==> src/rtl/hcms_pkg.sv <==
// Shared types and constants for the HCMS-29xx display transmitter.
package hcms_pkg;

   typedef enum logic [2:0] {
      RST_HOLD,
      IDLE,
      SETUP,
      SHIFT,
      NEXT,
      LATCH
   } state_t;

   // Register select values driven on RS for a frame
   localparam logic REG_DOT  = 1'b0;
   localparam logic REG_CTRL = 1'b1;

   // Control-word layout: bit 7 selects CW0 (0) or CW1 (1)
   localparam int CW_SEL_BIT      = 7;
   localparam int CW0_SLEEP_N_BIT = 6;  // 1 = normal operation
   localparam int CW0_PEAK_LSB    = 4;  // bits 5:4 peak current
   localparam int CW0_PWM_LSB     = 0;  // bits 3:0 PWM brightness
   localparam int CW1_SIMUL_BIT   = 0;  // 1 = simultaneous data out, 0 = serial

   function automatic logic [7:0] cw0(input logic [1:0] peak, input logic [3:0] pwm);
      return {1'b0, 1'b1, peak, pwm};
   endfunction

   function automatic logic [7:0] cw1(input logic simul);
      return {1'b1, 6'b0, simul};
   endfunction

endpackage

==> src/rtl/hcms_stream_tx_if.sv <==
// Ready/valid byte stream with frame-last and register-select qualifiers.
interface hcms_stream_tx_if #(
   parameter int DATA_W = 8
) ();
   logic [DATA_W-1:0] s_data;
   logic              s_valid;
   logic              s_last;
   logic              s_cmd;
   logic              s_ready;

   modport master (output s_data, s_valid, s_last, s_cmd, input s_ready);
   modport slave  (input s_data, s_valid, s_last, s_cmd, output s_ready);
endinterface

==> src/rtl/hcms_tick_div.sv <==
// Half-period counter: tick on the last of every DIV cycles, restartable.
module hcms_tick_div #(
   parameter int DIV = 4
) (
   input  logic clk,
   input  logic rst,
   input  logic restart,
   output logic tick
);
   localparam int CW = (DIV > 1) ? $clog2(DIV) : 1;

   logic [CW-1:0] cnt;

   assign tick = (cnt == CW'(DIV - 1));

   // count 0..DIV-1, wrapping on tick; restart realigns to a fresh period
   always_ff @(posedge clk) begin
      if (rst || restart || tick) cnt <= '0;
      else                        cnt <= cnt + CW'(1);
   end
endmodule

==> src/rtl/hcms_stream_tx.sv <==
// Serial transmitter for chained HCMS-29xx displays: frames a byte stream
// under CE, shifts MSB first on a divided clock and sequences display reset.
module hcms_stream_tx
   import hcms_pkg::*;
#(
   parameter int DATA_W       = 8,
   parameter int CLK_DIV      = 4,
   parameter int MAX_FRAME    = 160,
   parameter int RESET_CYCLES = 32
) (
   input  logic              clk,
   input  logic              rst,
   hcms_stream_tx_if.slave   s,
   input  logic              disp_rst,
   output logic              busy,
   output logic              done,
   output logic              err_len,
   output logic              ser_data,
   output logic              ser_clk,
   output logic              reg_sel,
   output logic              ce_n,
   output logic              reset_n
);
   localparam int BW  = (DATA_W > 1) ? $clog2(DATA_W) : 1;
   localparam int WCW = $clog2(MAX_FRAME + 1);
   localparam int RCW = (RESET_CYCLES > 1) ? $clog2(RESET_CYCLES) : 1;

   state_t            state_q, state_d;
   logic              tick, restart, accept, ready_w, last_bit;
   logic              half_q, ser_q, rs_q, last_q, trunc_q, pend_q, err_q;
   logic [DATA_W-1:0] sh_q;
   logic [BW-1:0]     bit_cnt;
   logic [WCW-1:0]    word_cnt, wc_new;
   logic [RCW-1:0]    rst_cnt;

   // every state starts with a fresh half-period
   assign restart = (state_d != state_q);

   hcms_tick_div #(.DIV(CLK_DIV)) u_tick (
      .clk     (clk),
      .rst     (rst),
      .restart (restart),
      .tick    (tick)
   );

   assign last_bit  = (bit_cnt == BW'(DATA_W - 1));
   assign wc_new    = (state_q == IDLE) ? WCW'(1) : word_cnt + WCW'(1);
   assign s.s_ready = ready_w;

   assign busy     = (state_q != IDLE);
   assign done     = (state_q == LATCH) && tick;
   assign err_len  = err_q;
   assign ser_data = ser_q;
   assign reg_sel  = rs_q;
   assign reset_n  = (state_q != RST_HOLD);
   assign ser_clk  = !((state_q == SHIFT) && !half_q);
   assign ce_n     = !((state_q == SETUP) || (state_q == SHIFT) || (state_q == NEXT));

   // next-state and handshake decode
   always_comb begin
      state_d = state_q;
      ready_w = 1'b0;
      accept  = 1'b0;
      case (state_q)
         RST_HOLD: if (rst_cnt == RCW'(RESET_CYCLES - 1)) state_d = IDLE;
         IDLE: begin
            if (pend_q || disp_rst) begin
               state_d = RST_HOLD;
            end else begin
               ready_w = 1'b1;
               if (s.s_valid) begin
                  accept  = 1'b1;
                  state_d = SETUP;
               end
            end
         end
         SETUP: if (tick) state_d = SHIFT;
         SHIFT: if (tick && half_q && last_bit) state_d = last_q ? LATCH : NEXT;
         NEXT: begin
            ready_w = 1'b1;
            if (s.s_valid) begin
               accept  = 1'b1;
               state_d = SHIFT;
            end
         end
         LATCH: if (tick) state_d = IDLE;
         default: state_d = RST_HOLD;
      endcase
   end

   // state register; rst aborts any frame in flight
   always_ff @(posedge clk) begin
      if (rst) state_q <= RST_HOLD;
      else     state_q <= state_d;
   end

   // display reset hold timer, cleared whenever not holding
   always_ff @(posedge clk) begin
      if (rst || state_q != RST_HOLD) rst_cnt <= '0;
      else                            rst_cnt <= rst_cnt + RCW'(1);
   end

   // serial clock phase: low half first, then high half
   always_ff @(posedge clk) begin
      if (rst || restart)              half_q <= 1'b0;
      else if (state_q == SHIFT && tick) half_q <= ~half_q;
   end

   // word load and bit shifting; DIN moves only with the falling clock
   always_ff @(posedge clk) begin
      if (rst) begin
         sh_q     <= '0;
         ser_q    <= 1'b0;
         rs_q     <= REG_DOT;
         last_q   <= 1'b0;
         trunc_q  <= 1'b0;
         word_cnt <= '0;
         bit_cnt  <= '0;
      end else if (accept) begin
         sh_q     <= s.s_data;
         ser_q    <= s.s_data[DATA_W-1];
         bit_cnt  <= '0;
         word_cnt <= wc_new;
         last_q   <= s.s_last || (wc_new == WCW'(MAX_FRAME));
         trunc_q  <= !s.s_last && (wc_new == WCW'(MAX_FRAME));
         if (state_q == IDLE) rs_q <= s.s_cmd;
      end else if (state_q == SHIFT && tick && half_q && !last_bit) begin
         sh_q    <= {sh_q[DATA_W-2:0], 1'b0};
         ser_q   <= sh_q[DATA_W-2];
         bit_cnt <= bit_cnt + BW'(1);
      end
   end

   // length-guard error flag, high on the first LATCH cycle
   always_ff @(posedge clk) begin
      if (rst) err_q <= 1'b0;
      else     err_q <= (state_q == SHIFT) && (state_d == LATCH) && trunc_q;
   end

   // sticky display-reset request, serviced from IDLE
   always_ff @(posedge clk) begin
      if (rst)                                         pend_q <= 1'b0;
      else if (state_q == IDLE && state_d == RST_HOLD) pend_q <= 1'b0;
      else if (disp_rst && state_q != IDLE)            pend_q <= 1'b1;
   end
endmodule

==> src/flat_wrapper.sv <==
// flat-port wrapper written by rule: the top's interface ports become plain ports
module hcms_stream_tx_flat import hcms_pkg::*;
#(
   parameter int DATA_W       = 8,
   parameter int CLK_DIV      = 4,
   parameter int MAX_FRAME    = 160,
   parameter int RESET_CYCLES = 32
)
  (clk, rst, disp_rst, busy, done, err_len, ser_data, ser_clk, reg_sel, ce_n, reset_n, s_s_data, s_s_valid, s_s_last, s_s_cmd, s_s_ready);
  hcms_stream_tx_if #(.DATA_W(DATA_W)) s_i ();
  input  logic clk;
  input  logic rst;
  input  logic disp_rst;
  output logic busy;
  output logic done;
  output logic err_len;
  output logic ser_data;
  output logic ser_clk;
  output logic reg_sel;
  output logic ce_n;
  output logic reset_n;
  input wire logic [$bits(s_i.s_data)-1:0] s_s_data;
  input wire logic [$bits(s_i.s_valid)-1:0] s_s_valid;
  input wire logic [$bits(s_i.s_last)-1:0] s_s_last;
  input wire logic [$bits(s_i.s_cmd)-1:0] s_s_cmd;
  output wire logic [$bits(s_i.s_ready)-1:0] s_s_ready;
  assign s_i.s_data = s_s_data;
  assign s_i.s_valid = s_s_valid;
  assign s_i.s_last = s_s_last;
  assign s_i.s_cmd = s_s_cmd;
  assign s_s_ready = s_i.s_ready;
  hcms_stream_tx #(.DATA_W(DATA_W), .CLK_DIV(CLK_DIV), .MAX_FRAME(MAX_FRAME), .RESET_CYCLES(RESET_CYCLES)) u_core (.clk(clk), .rst(rst), .s(s_i), .disp_rst(disp_rst), .busy(busy), .done(done), .err_len(err_len), .ser_data(ser_data), .ser_clk(ser_clk), .reg_sel(reg_sel), .ce_n(ce_n), .reset_n(reset_n));
endmodule
==> config.mk <==
export PLATFORM = sky130hd
export DESIGN_NAME = hcms_stream_tx_flat
export DESIGN_NICKNAME = d
export VERILOG_FILES = /design/src/rtl/hcms_pkg.sv /design/src/rtl/hcms_stream_tx_if.sv /design/src/rtl/hcms_tick_div.sv /design/src/rtl/hcms_stream_tx.sv /design/src/flat_wrapper.sv
export SDC_FILE = /design/constraint.sdc
export NUM_CORES = 1
export LEC_CHECK = 0
export BUFFER_PORTS_ARGS = -buffer_cell sky130_fd_sc_hd__buf_4
export CORE_MARGIN = 3
export CORE_UTILIZATION = 57
export DETAILED_ROUTE_END_ITERATION = 8
export PLACE_DENSITY = 0.78
export SKIP_LAST_GASP = 1
export SLEW_MARGIN = 25
export SYNTH_ARGS = -nofsm -noshare
export SYNTH_HDL_FRONTEND = slang
export SYNTH_HIERARCHICAL = 1
export SYNTH_SLANG_ARGS = --single-unit
==> constraint.sdc <==
create_clock -name clk -period 2.6 [get_ports clk]
set_input_delay 0.13 -clock clk [delete_from_list [all_inputs] [get_ports clk]]
set_output_delay 0.13 -clock clk [all_outputs]
set_load 0.01 [all_outputs]
==> results of run 1 <==
==> repair_timing <==
| action | CTS | global route |
|---|---|---|
| hold buffers | 0 | 0 |
| buffers inserted | 0 | 1 |
| endpoints found under the setup margin | 0 | 2 |
==> final cells by class <==
| class | count | area, um2 | area share (%) |
|---|---|---|---|
| clock buffer | 6 | 41.29 | 1.934 |
| clock inverter | 2 | 12.51 | 0.5862 |
| sequential | 35 | 700.7 | 32.83 |
| inverter | 4 | 15.01 | 0.7034 |
| tap | 44 | 55.05 | 2.579 |
| timing repair buffer | 27 | 202.7 | 9.496 |
| multi-input combinational | 162 | 1107 | 51.88 |
==> cell usage after synthesis, types with 3 or more instances <==
library cell	instances	area, um2
nand3_1	5	25.02
inv_1	4	15.01
nand2_1	8	30.03
a31oi_1	3	18.77
o21ai_0	11	55.05
or2_2	3	18.77
nor2_1	26	97.59
o22ai_1	3	18.77
a21oi_1	11	55.05
a211oi_1	8	60.06
nor3_1	6	30.03
and2_1	4	25.02
nor2b_1	3	18.77
and3_1	3	18.77
ha_1	6	75.07
or3b_2	3	26.28
dfxtp_1	35	700.7
clkbuf_1	7	26.28
nand2b_1	3	18.77
mux2i_1	12	120.1
==> critical path, delay by kind of cell (launching register included) <==
family	cells	cell delay [ns]
and+or+nand+nor	3	0.71
AOI/OAI and AO/OA	2	0.57
adders and majority gates	2	0.40
DFF	1	0.34
muxes	1	0.25
==> layer usage <==
metal | global-route usage (%) | vias up | share of wire [%] | wire, um
li1 | - | 838 | - | -
met1 | 24.42 | 789 | 43 | 1783
met2 | 40.00 | 41 | 51 | 2117
met3 | 4.042 | 7 | 4.5 | 187
met4 | 10.51 | 0 | 2.0 | 85
met5 | 0 | - | 0 | 0
==> state kept, by name (all words and copies together), names as in the netlist <==
name	count
u_core/bit_cnt	3
u_core/err_len	1
u_core/half_q	1
u_core/last_q	1
u_core/pend_q	1
u_core/reg_sel	1
u_core/rst_cnt	5
u_core/ser_data	1
u_core/sh_q	7
u_core/state_q	3
u_core/trunc_q	1
u_core/u_tick/cnt	2
u_core/word_cnt	8
==> report_power, final <==
group / switching, mW / internal (mW) / total [mW]
Clock: 0.194 / 0.104 / 0.298
Sequential: 0.00572 / 0.545 / 0.551
Combinational: 0.0228 / 0.0245 / 0.0474
==> final timing paths <==
path	from	endpoint	slack (ns)	cells past startpoint
max	u_core/rst_cnt[0]$_SDFF_PP0_	u_core/u_tick/cnt[1]$_SDFF_PP0_	0.25	8
min	s_s_data[0]	u_core/sh_q[0]$_SDFFE_PP0P_	0.02	3
max reg2reg	u_core/rst_cnt[0]$_SDFF_PP0_	u_core/u_tick/cnt[1]$_SDFF_PP0_	0.25	8
min reg2reg	u_core/u_tick/cnt[0]$_SDFF_PP0_	u_core/u_tick/cnt[0]$_SDFF_PP0_	0.45	1
==> cell families (layout without fill, tap and decap cells) <==
kind of cell,after synthesis,in the layout,share of synthesized area (%)
buf+inv,19,39,5.555
compound gates,52,52,18.11
xor+xnor,4,4,1.830
mux,13,13,6.863
simple gates,87,87,27.12
flops,35,35,36.60
fa+ha+maj,6,6,3.921
==> summary.md, run 1 <==
| Metric | Value |
|---|---|
| Final WS setup | `0.2484 ns` |
| Die ar. | `0.004090 mm2` |
| Placed insts | `271` |
| Die Wd | `63.95 um` |
| Initial DRC count | `122` |
| DIE HEIGHT | `63.95 um` |
| Synthesized flop and latch total | `35` |
| Register area share after synthesis | `36.60%` |
| Synthesis-to-finish area growth | `11.50%` |
| Max-Cap Viols | `0` |
| Top Ports | `23` |
| Rel. slew slack | `67.72%` |
| Post-Syn Instances | `216` |
| CTS Buf Count | `5` |
| WL/cell | `14.90 um` |
| Clock tree from TritonCTS | `built` |
| Worst-path maximum fanout | `3` |
| CP max stage cell | `a222oi_1` |
| Worst hold slack | `0.01980 ns` |
| Clk_lat worst skew | `0.35 ns` |
| Final wirelength | `4173 um` |
| Post-Syn Area | `0.001914 mm2` |
| Port Buffer Count | `22` |
| TritonCTS Sinks | `35` |
| Fin. Hold Viols | `0` |
| Critical-path cell list | `ha_1 -> and3_1 -> ha_1 -> mux2_2 -> a222oi_1 -> and2_1 -> o21ai_0 -> nor4b_2` |
| Syn nets | `236` |
| Ys async rst share | `0%` |
| Layout Cell Area excl Fill | `0.002135 mm2` |
| Endpoints failing setup | `0` |
| DRC | `0` |
| CP peak stage delay | `0.43 ns` |
| Max clock buf depth | `2` |
| Clock Skews | `0.004837 ns` |
| Fmax | `0.4253 GHz` |
| ANT cells | `0` |
| Worst VDD drop | `0.3092 mV` |
| RSZ-0062 raised after global routing | `no` |
| Post-cts gate resize count | `0` |
| Layout Nets | `255` |
| All-Layer GR Usage | `22.04%` |
| Leak | `0.7901 nW` |
| Crit path arrival time | `2.62 ns` |
| Vias per cell | `5.982` |
| Commonest cells after routing, fill and taps aside | `35 x dfxtp_1, 27 x buf_4, 26 x nor2_1` |
| Core Rows | `20` |
| Critical path type | `register to register` |
| Tmin final | `2.352 ns` |
| Pwr Density | `420.0 mW/mm2` |
| Initial core utilization | `61.20%` |
| Fill count | `259` |
| Most Frequent Cell on Critical Path | `ha_1` |
| Post-Layout Cell Count | `280` |
| CTS root buffer | `clkbuf_4` |
| Worst Setup Start Kind | `register` |
| Status | `finished, final reports clean` |
| Final ANT Viol Nets | `0` |
| Hpwl dp | `2929 um` |
| Post-synth cell types | `60` |
| Vias in the first global route | `1558` |
| DR pass1 iterations | `4` |
| Slew Limit Fails | `0` |
| Share of cells above drive strength 1 | `20.34%` |
| Tcrit/Tclk final | `90.44%` |
| Worst slew pin tran | `0.4835 ns` |
| Area after DPL | `0.002073 mm2` |
| Pre-CTS setup slack | `0.1929 ns` |
| Setup TNS | `0 ns` |
| Total number of vias | `1675` |
| Core area | `0.003128 mm2` |
| Largest net degree at the start of global routing | `33` |
| First-pass GRT wire length | `7031 um` |
| Hold crit path type | `primary input to register` |
| Most common cell after layout, fill and taps aside | `dfxtp_1` |
| Required time of the worst setup path | `2.87 ns` |
| Placer's final routability congestion estimate | `0.9068` |
| GRT overflow | `0` |
| Dominant synthesized flop cell | `dfxtp_1` |
| Final Power | `0.8965 mW` |
| Clk slew on worst S/H paths | `0.11 ns` |
| H-Tree Depth | `2` |
| CP Capture Type | `register` |
| Post-synth EDFFs | `0` |
| Synth Area per Inst | `8.863 um2` |
| Final Core Density | `68.24%` |
| Initial antenna violation count | `0` |
| Yosys warnings | `6` |
No activity file was read; power rests on OpenSTA's default activity.
==> inputs of run 2 (changes only) <==
--- a/config.mk
+++ b/config.mk
@@ -9,7 +9,7 @@
 export CORE_MARGIN = 3
 export CORE_UTILIZATION = 57
 export DETAILED_ROUTE_END_ITERATION = 8
-export PLACE_DENSITY = 0.78
+export PLACE_DENSITY = 0.86
 export SKIP_LAST_GASP = 1
 export SLEW_MARGIN = 25
 export SYNTH_ARGS = -nofsm -noshare
==> run 2 against run 1 <==
Compared with the run above: cell count is 0.36% lower; die area unchanged; global-route usage is 1.7 points lower; hold slack improved by 0.015 ns; first-iteration DRC count up 14%; non-clock buffer count fell by 1; power up 21%; maximum frequency is 2.2% lower; sequential share of layout area is 0.60 points lower; clock power rose by 64%; worst setup slack got worse by 0.053 ns; register-to-register slack worse by 0.05 ns; critical path type unchanged.
==> summary.md, run 2 (synthesis gave the netlist of run 1 again) <==
| Metric | Value |
|---|---|
| DRC | `0` |
| Crit path arrival time | `2.66 ns` |
| Final WS setup | `0.1955 ns` |
| Worst-path maximum fanout | `4` |
| M3 GR Usage | `5.448%` |
| Fin. Hold Viols | `0` |
| Placed insts | `271` |
| Hold crit path type | `primary input to register` |
| Share of cells above drive strength 1 | `20.00%` |
| Status | `finished, final reports clean` |
| Max clock buf depth | `2` |
| Die Wd | `63.95 um` |
| Worst R2R Setup Slack | `0.20 ns` |
| Initial antenna violation count | `0` |
| Port Buffer Count | `22` |
| DIE HEIGHT | `63.95 um` |
| ANT cells | `0` |
| Clock Skews | `0.01768 ns` |
| Die ar. | `0.004090 mm2` |
| Top Ports | `23` |
| TritonCTS Sinks | `35` |
| Clk_lat worst skew | `0.34 ns` |
| Core Rows | `20` |
| Required time of the worst setup path | `2.85 ns` |
| Worst slew pin tran | `0.4798 ns` |
| Clock tree from TritonCTS | `built` |
| Regs by FF count | `u_core/word_cnt: 8 flops, u_core/sh_q: 7 flops, u_core/rst_cnt: 5 flops` |
| Tcrit/Tclk final | `92.48%` |
| Leak | `0.8098 nW` |
| Final ANT Viol Nets | `0` |
| Vias in the first global route | `1476` |
| Largest net degree at the start of global routing | `33` |
| Worst VDD drop | `0.4188 mV` |
| Pwr Density | `498.8 mW/mm2` |
| Setup bufs post-CTS | `0` |
| Vias per cell | `5.928` |
| First-pass GRT wire length | `6582 um` |
| Initial DRC count | `139` |
| Post-cts gate resize count | `0` |
| Slew Limit Fails | `0` |
| Synthesis-to-finish area growth | `13.60%` |
| Setup TNS | `0 ns` |
| Post-Layout Cell Count | `279` |
| CTS Buf Count | `5` |
| Reg2reg path depth | `8` |
| WL/cell | `13.55 um` |
| CP Capture Type | `register` |
| Most common cell after layout, fill and taps aside | `dfxtp_1` |
| Met1 usage | `25.85%` |
| H-Tree Depth | `2` |
| Rel. slew slack | `68.01%` |
| Placer's final routability congestion estimate | `0.8908` |
| Max reg flops | `8` |
| Hold-fix buffers, CTS | `0` |
| Layout Nets | `254` |
| Fmax | `0.4159 GHz` |
| All-Layer GR Usage | `20.33%` |
| Crit. Startpoint | `u_core/rst_cnt[0]$_SDFF_PP0_` |
| RSZ-0062 raised after global routing | `no` |
| CTS root buffer | `clkbuf_4` |
| Total number of vias | `1654` |
| Hpwl dp | `2579 um` |
| Initial core utilization | `61.20%` |
| Endpoints failing setup | `0` |
| Critical path type | `register to register` |
| Most Crowded Layer GR | `met2` |
| Worst Setup Start Kind | `register` |
| Pre-CTS setup slack | `0.2230 ns` |
| Max-Cap Viols | `0` |
| Final wirelength | `3780 um` |
| Worst R2R End | `u_core/u_tick/cnt[0]$_SDFF_PP0_` |
| GRT overflow | `0` |
| Commonest cells after routing, fill and taps aside | `35 x dfxtp_1, 26 x buf_4, 26 x nor2_1` |
| Final Power | `1.085 mW` |
| Clk slew on worst S/H paths | `0.11 ns` |
| R2R Path Start | `u_core/rst_cnt[0]$_SDFF_PP0_` |
| Tmin final | `2.405 ns` |
| DR pass1 iterations | `4` |
| Core area | `0.003128 mm2` |
| Crit path to | `u_core/u_tick/cnt[0]$_SDFF_PP0_` |
| Met2 Use GR | `33.29%` |
| Reg with most FFs | `u_core/word_cnt` |
## run 2: worst max-delay path: stages (launching register included)
cell      delay (ns)
dfxtp_1         0.34
ha_1            0.21
and3_1          0.19
ha_1            0.18
mux2_2          0.25
a222oi_1        0.49
and2_1          0.22
o21ai_0         0.14
nor4_2          0.30
## run 2: through the flow
| step | util (%) | instance area [um2] | hold WS, ns |
|---|---|---|---|
| after floorplan | - | 1914 | 0.2035 |
| after global placement | 66.28 | 2073 | 0.3804 |
| after detailed placement | 66.28 | 2073 | 0.3877 |
| after CTS | 69.52 | 2175 | 0.02208 |
| after global routing | 69.52 | 2175 | 0.02773 |
| final | 69.52 | 2175 | 0.03484 |
## run 2: worst min path at each step
stage	start	to	slack [ns]	cells past startpoint
3_5_place_dp	s_s_data[0]	u_core/sh_q[0]$_SDFFE_PP0P_	0.39	3
4_1_cts	s_s_data[0]	u_core/sh_q[0]$_SDFFE_PP0P_	0.02	3
6_report	s_s_data[0]	u_core/sh_q[0]$_SDFFE_PP0P_	0.03	3
3_3_place_gp	s_s_data[0]	u_core/sh_q[0]$_SDFFE_PP0P_	0.38	3
2_1_floorplan	rst	u_core/u_tick/cnt[0]$_SDFF_PP0_	0.20	1
5_1_grt	s_s_data[0]	u_core/sh_q[0]$_SDFFE_PP0P_	0.03	3
## run 2: power breakdown
group / switching, mW / total (mW) / internal, mW
logic: 0.0206 / 0.0447 / 0.0241
clock network: 0.190 / 0.490 / 0.300
registers: 0.00509 / 0.550 / 0.545
## run 2: metal layers
| layer | up-vias | part of all wire (%) |
|---|---|---|
| li1 | 836 | - |
| met1 | 762 | 47 |
| met2 | 51 | 47 |
| met3 | 5 | 5.2 |
| met4 | 0 | 1.0 |
| met5 | - | 0 |
## run 2: layout make-up
class | count | area, um2
well taps | 44 | 55.05
inverters | 4 | 15.01
clock buffers | 6 | 41.29
multi-input cells | 162 | 1107
repair buffers | 26 | 195.2
flip-flops and latches | 35 | 700.7
fillers | 243 | 953.4
clock inverters | 2 | 60.06
